File: src/rtl/pin_pkg.sv
// Shared PIN-entry definitions: blank slot code, default key codes, collector states
// and the digit classifier.
package pin_pkg;

  localparam logic [3:0] BLANK          = 4'hE;
  localparam logic [3:0] KEY_BACK_DEF   = 4'hA;
  localparam logic [3:0] KEY_CLEAR_DEF  = 4'hB;
  localparam logic [3:0] KEY_ENTER_DEF  = 4'hF;

  typedef enum logic [1:0] {EMPTY, ENTRY, PRESENT} pin_state_t;

  function automatic logic is_digit(input logic [3:0] code);
    return code <= 4'd9;
  endfunction

endpackage

File: src/rtl/key_edge.sv
// Turns a key-present level into a one-cycle pulse on its rising edge; a held key
// yields exactly one pulse.
module key_edge (
  input  logic clk,
  input  logic rst,
  input  logic level,
  output logic pulse
);

  logic level_prev;

  always_ff @(posedge clk or posedge rst) begin
    if (rst) level_prev <= 1'b0;
    else     level_prev <= level;
  end

  assign pulse = level & ~level_prev;

endmodule

File: src/rtl/pin_collector.sv
// Variable-length PIN assembler with backspace/clear/enter and a valid/ready output.
// Optional inactivity clear is built when PIN_TIMEOUT_EN is defined.
module pin_collector
  import pin_pkg::*;
#(
  parameter int         MAX_DIGITS  = 8,
  parameter int         MIN_DIGITS  = 4,
  parameter logic [3:0] KEY_BACK    = KEY_BACK_DEF,
  parameter logic [3:0] KEY_CLEAR   = KEY_CLEAR_DEF,
  parameter logic [3:0] KEY_ENTER   = KEY_ENTER_DEF,
  parameter int         TIMEOUT_CYC = 5000
) (
  input  logic                                clk,
  input  logic                                rst,
  input  logic                                key_valid,
  input  logic [3:0]                          key_code,
  input  logic                                pin_ready_i,
  output logic [4*MAX_DIGITS-1:0]             digits_o,
  output logic [$clog2(MAX_DIGITS+1)-1:0]     len_o,
  output logic                                pin_valid_o,
  output logic                                err_o,
  output logic                                timeout_o
);

  localparam int               LEN_W   = $clog2(MAX_DIGITS + 1);
  localparam logic [LEN_W-1:0] MAX_LEN = LEN_W'(MAX_DIGITS);
  localparam logic [LEN_W-1:0] MIN_LEN = LEN_W'(MIN_DIGITS);
  localparam logic [LEN_W-1:0] ONE     = LEN_W'(1);

  pin_state_t       state, nxt_state;
  logic [3:0]       dig_q   [MAX_DIGITS];
  logic [3:0]       nxt_dig [MAX_DIGITS];
  logic [LEN_W-1:0] len_q, nxt_len;
  logic             err_q, nxt_err;
  logic             ev, to_hit;

  key_edge u_key_edge (
    .clk   (clk),
    .rst   (rst),
    .level (key_valid),
    .pulse (ev)
  );

`ifdef PIN_TIMEOUT_EN
  localparam int               CNT_W    = (TIMEOUT_CYC > 1) ? $clog2(TIMEOUT_CYC) : 1;
  localparam logic [CNT_W-1:0] CNT_LAST = CNT_W'(TIMEOUT_CYC - 1);

  logic [CNT_W-1:0] idle_cnt;
  logic             to_q;

  // A key event in the expiry cycle takes priority over the timeout.
  assign to_hit = (state == ENTRY) && !ev && (idle_cnt == CNT_LAST);

  always_ff @(posedge clk or posedge rst) begin
    if (rst) begin
      idle_cnt <= '0;
      to_q     <= 1'b0;
    end else begin
      to_q <= to_hit;
      if (ev || (state != ENTRY) || (nxt_state != state)) idle_cnt <= '0;
      else                                                idle_cnt <= idle_cnt + CNT_W'(1);
    end
  end

  assign timeout_o = to_q;
`else
  assign to_hit    = 1'b0;
  assign timeout_o = 1'b0;
`endif

  always_comb begin
    nxt_dig   = dig_q;
    nxt_len   = len_q;
    nxt_state = state;
    nxt_err   = 1'b0;
    if (state == PRESENT) begin
      if (pin_ready_i) begin
        for (int i = 0; i < MAX_DIGITS; i++) nxt_dig[i] = BLANK;
        nxt_len   = '0;
        nxt_state = EMPTY;
      end
    end else if (ev) begin
      if (is_digit(key_code)) begin
        for (int i = MAX_DIGITS - 1; i > 0; i--) nxt_dig[i] = dig_q[i-1];
        nxt_dig[0] = key_code;
        if (len_q != MAX_LEN) nxt_len = len_q + ONE;
        nxt_state = ENTRY;
      end else if (key_code == KEY_BACK) begin
        if (state == ENTRY) begin
          for (int i = 0; i < MAX_DIGITS - 1; i++) nxt_dig[i] = dig_q[i+1];
          nxt_dig[MAX_DIGITS-1] = BLANK;
          nxt_len = len_q - ONE;
          if (len_q == ONE) nxt_state = EMPTY;
        end
      end else if (key_code == KEY_CLEAR) begin
        for (int i = 0; i < MAX_DIGITS; i++) nxt_dig[i] = BLANK;
        nxt_len   = '0;
        nxt_state = EMPTY;
      end else if (key_code == KEY_ENTER) begin
        if ((state == ENTRY) && (len_q >= MIN_LEN)) nxt_state = PRESENT;
        else                                        nxt_err   = 1'b1;
      end
    end else if (to_hit) begin
      for (int i = 0; i < MAX_DIGITS; i++) nxt_dig[i] = BLANK;
      nxt_len   = '0;
      nxt_state = EMPTY;
    end
  end

  always_ff @(posedge clk or posedge rst) begin
    if (rst) begin
      state <= EMPTY;
      len_q <= '0;
      err_q <= 1'b0;
      for (int i = 0; i < MAX_DIGITS; i++) dig_q[i] <= BLANK;
    end else begin
      state <= nxt_state;
      len_q <= nxt_len;
      err_q <= nxt_err;
      dig_q <= nxt_dig;
    end
  end

  for (genvar g = 0; g < MAX_DIGITS; g++) begin : g_digits
    assign digits_o[4*g +: 4] = dig_q[g];
  end

  assign len_o       = len_q;
  assign pin_valid_o = (state == PRESENT);
  assign err_o       = err_q;

endmodule

File: config.mk
export PLATFORM = sky130hd
export DESIGN_NAME = pin_collector
export DESIGN_NICKNAME = d
export VERILOG_FILES = /design/src/rtl/pin_pkg.sv /design/src/rtl/key_edge.sv /design/src/rtl/pin_collector.sv
export SDC_FILE = /design/constraint.sdc
export NUM_CORES = 1
export LEC_CHECK = 0
export CORE_ASPECT_RATIO = 1.4
export CORE_MARGIN = 10
export CORE_UTILIZATION = 45
export CTS_CLUSTER_DIAMETER = 60
export DETAILED_ROUTE_END_ITERATION = 8
export MAX_ROUTING_LAYER = met4
export PLACE_DENSITY = 0.76
export REMOVE_ABC_BUFFERS = 1
export SLEW_MARGIN = 20
export SYNTH_ARGS = -nofsm -noshare
export SYNTH_HDL_FRONTEND = slang
export SYNTH_SLANG_ARGS = --single-unit
File: constraint.sdc
create_clock -name clk -period 1.7 [get_ports clk]
set_input_delay 0.17 -clock clk [delete_from_list [all_inputs] [get_ports clk]]
set_output_delay 0.17 -clock clk [all_outputs]
set_load 0.01 [all_outputs]
==> impl_metrics.env <==
export IMPL_cts_inserted_buffers=5
export IMPL_hpwl_um=3740
export IMPL_area_delta_synth_final_pct=40.9
export IMPL_floorplan_io_pins=47
export IMPL_synth_largest_area_cell="dfstp_2"
export IMPL_number_of_flops_mapped_to_enable_cells_by_yosys=0
export IMPL_worst_setup_path_type="register to register"
export IMPL_slack_of_the_critical_path_ns=0.105
export IMPL_routedWlPerCell_um=15.7
export IMPL_cp_buffers_inverters=1
export IMPL_clk_sinks=40
export IMPL_clkTransAtPathRegs_ns=0.08
export IMPL_path_cells="nand2b_4 -> mux2_4 -> o31ai_4 -> a31o_1 -> buf_4 -> o41ai_2"
export IMPL_crit_required_ns=1.89
export IMPL_max_cap_violations=0
export IMPL_syn_area_mm2=0.00203
export IMPL_timing_hold_worst_class="input pin to register"
export IMPL_dpl_cell_count=326
export IMPL_total_number_of_yosys_warnings=0
export IMPL_grt_antenna_before_repair=0
export IMPL_dominantRegCellSynth="dfstp_2"
export IMPL_drt_initial_drc_count=129
export IMPL_total_power_uw=5250
export IMPL_ant_nets=0
export IMPL_hold_viol_final=0
export IMPL_clock_skew_final_ns=0.00802
export IMPL_synth_sequential_area_ratio=0.507
export IMPL_drc_errors=0
export IMPL_synth_area_per_cell_um2=9.58
export IMPL_fillerInstances=359
export IMPL_status="finished clean"
export IMPL_place_port_buffers=45
export IMPL_p_leak_uw=0.00123
export IMPL_layout_min_cycle_time_ns=1.59
export IMPL_worstPathMaxFanout=6
export IMPL_final_wirelength_um=5310
export IMPL_first_global_vias=1825
export IMPL_final_util=0.665
export IMPL_std_cell_rows=28
export IMPL_diodes=0
export IMPL_power_density_relative_to_cell_area_mw_per_mm2=1830
export IMPL_floorplan_die_area_mm2=0.00764
export IMPL_vdd_drop_max_mv=1.01
export IMPL_synth_ff_latch_count=40
export IMPL_synth_cell_type_count=38
export IMPL_timing_fmax_mhz=627
export IMPL_final_nets=290
export IMPL_dr_total_vias=1851
export IMPL_netlist_top_cells_count="39 x nand2_1, 28 x o21ai_0, 24 x dfstp_2"
export IMPL_overflow=0
export IMPL_drt_vias_per_instance=5.46
export IMPL_yosysTopAreaCellShare=0.310
export IMPL_firstDrtPassIters=6
export IMPL_r2r_setup_slack_ns=0.11
export IMPL_clock_root_buffer="clkbuf_8"
export IMPL_critPathCaptureType="register"
export IMPL_setup_violations_final=0
export IMPL_die_h_um=99.5
export IMPL_synth_async_reset_ratio=1.00
export IMPL_tritoncts_clock_tree="done"
export IMPL_cpLargestDelayFamily="compound AO/OA/AOI/OAI gates"
export IMPL_largest_net_degree_at_the_start_of_global_routing=49
export IMPL_groute_usage_overall=0.139
export IMPL_grt_first_pass_wirelength_um=8800
export IMPL_total_count_of_max_transition_violations_in_the_final_report=0
export IMPL_area_occupied_by_multi_input_gates_um2=921
export IMPL_regArea_mm2=0.00103
export IMPL_fraction_of_the_cycle_the_final_worst_path_needs=0.938
export IMPL_timing_critical_path_from_type="register"
export IMPL_worst_ep_arrival_time_ns=1.79
export IMPL_drive_above_1_share=0.265
export IMPL_synthCells=212
export IMPL_place_ws_ns=-0.251
export IMPL_worstSkewPairLatency_ns=0.29
export IMPL_final_instance_count_excl_fill=339
export IMPL_cts_hold_buf=0
export IMPL_worst_path_largest_cell_delay_ns=0.38
export IMPL_finalWeightedCongestion=0.882
export IMPL_die_width_um=76.8
export IMPL_crit_slowest_cell="dfrtp_1"
export IMPL_clock_path_buffers=2
export IMPL_synthMostInstantiatedCell="nand2_1"
export IMPL_synth_top_cells_by_area="dfstp_2 31%, dfrtp_1 20%, nand2_1 7.2%, o21ai_0 6.9%, o22ai_1 6.2%"
export IMPL_h_tree_depth=2
export IMPL_core_mm2=0.00431
export IMPL_floorplan_initialDensity=0.472
cell type report:
class,count,area share
Sequential cell,40,0.360
Multi-Input combinational cell,152,0.322
Timing Repair Buffer,73,0.254
Tap cell,60,0.0262
Clock buffer,5,0.0240
Inverter,6,0.00786
Clock inverter,3,0.00655
cells by family after synthesis:
logic type / count (synthesis) / share of synthesized area
AOI/OAI and AO/OA: 77 / 0.239
adders and majority gates: 4 / 0.0246
buffers and inverters: 20 / 0.0486
DFF: 40 / 0.507
muxes: 5 / 0.0271
other: 1 / 0.00185
and+or+nand+nor: 65 / 0.151
per-stage QoR:
| step | TNS, ns | hold slack (ns) | cell area, um2 |
|---|---|---|---|
| after floorplan | -19.00 | 0.201 | 1960 |
| after global placement | -3.61 | 0.460 | 2690 |
| after detailed placement | -5.85 | 0.471 | 2690 |
| after CTS | 0 | 0.246 | 2790 |
| after global routing | -0.0120 | 0.214 | 2860 |
| final | 0 | 0.214 | 2860 |
final timing paths:
path / cells past startpoint / startpoint / endpoint
max in group asynchronous: 3 / rst / digits_o[25]
worst min register to register: 2 / digits_o[29] / digits_o[29]
min in group asynchronous: 3 / rst / err_o
worst max-delay path: 6 / state[0] / len_o[2]
worst min-delay path: 3 / key_code[0] / err_o
worst max register to register: 6 / state[0] / len_o[2]
layout by cell type, fill, tap and decap left out, drive strengths merged:
| cell | count |
|---|---|
| dlymetal6s2s | 2 |
| o311ai | 1 |
| and2b | 1 |
| o22a | 1 |
| ha | 4 |
| a221oi | 2 |
| clkbuf | 6 |
| nor3 | 3 |
| mux2i | 1 |
| and2 | 1 |
| o31ai | 1 |
| nor3b | 1 |
| o21ai | 38 |
| o41ai | 1 |
| dfrtp | 16 |
| o2111ai | 1 |
| conb | 1 |
| clkdlybuf4s50 | 42 |
| nand2b | 3 |
| inv | 6 |
| a21oi | 4 |
| buf | 27 |
| nor2 | 10 |
| dfstp | 24 |
| nor2b | 3 |
| o22ai | 20 |
| mux2 | 4 |
| nand4bb | 1 |
| nand3 | 2 |
| dlygate4sd2 | 1 |
| nand2 | 39 |
| or3 | 1 |
| clkinv | 3 |
| a22oi | 7 |
| a31o | 1 |
worst min-delay path, stage by stage:
cell	delay (ns)
dlymetal6s2s_1	0.16
o2111ai_1	0.11
nor2_1	0.04
flip-flops by register name (all words and copies together) (netlist names):
| register | flops |
|---|---|
| state | 2 |
| err_o | 1 |
| u_key_edge.level_prev | 1 |
| len_o | 4 |
| digits_o | 32 |
layer usage:
metal  up-vias  wire, um  GRT usage
met5         -         0          -
met2        66      2680      0.221
met3         4       310     0.0414
met1       896      2270      0.163
li1        885         -          -
met4         0        45     0.0531
repair_timing:
| action | in CTS | in global routing |
|---|---|---|
| setup endpoints to repair | 2 | 37 |
| cloned | 0 | 1 |
| gates resized for setup | 2 | 7 |
| buffers inserted | 1 | 3 |
| pin swaps | 0 | 2 |
power breakdown:
part           switching (uW)  internal [uW]  total, uW  leakage (uW)
Clock                     334            286        620     0.0000479
Sequential                393           1580       1970      0.000462
Combinational            1240           1420       2660      0.000718
Total                    1970           3290       5250       0.00123
No activity file was read; power rests on OpenSTA's default activity.
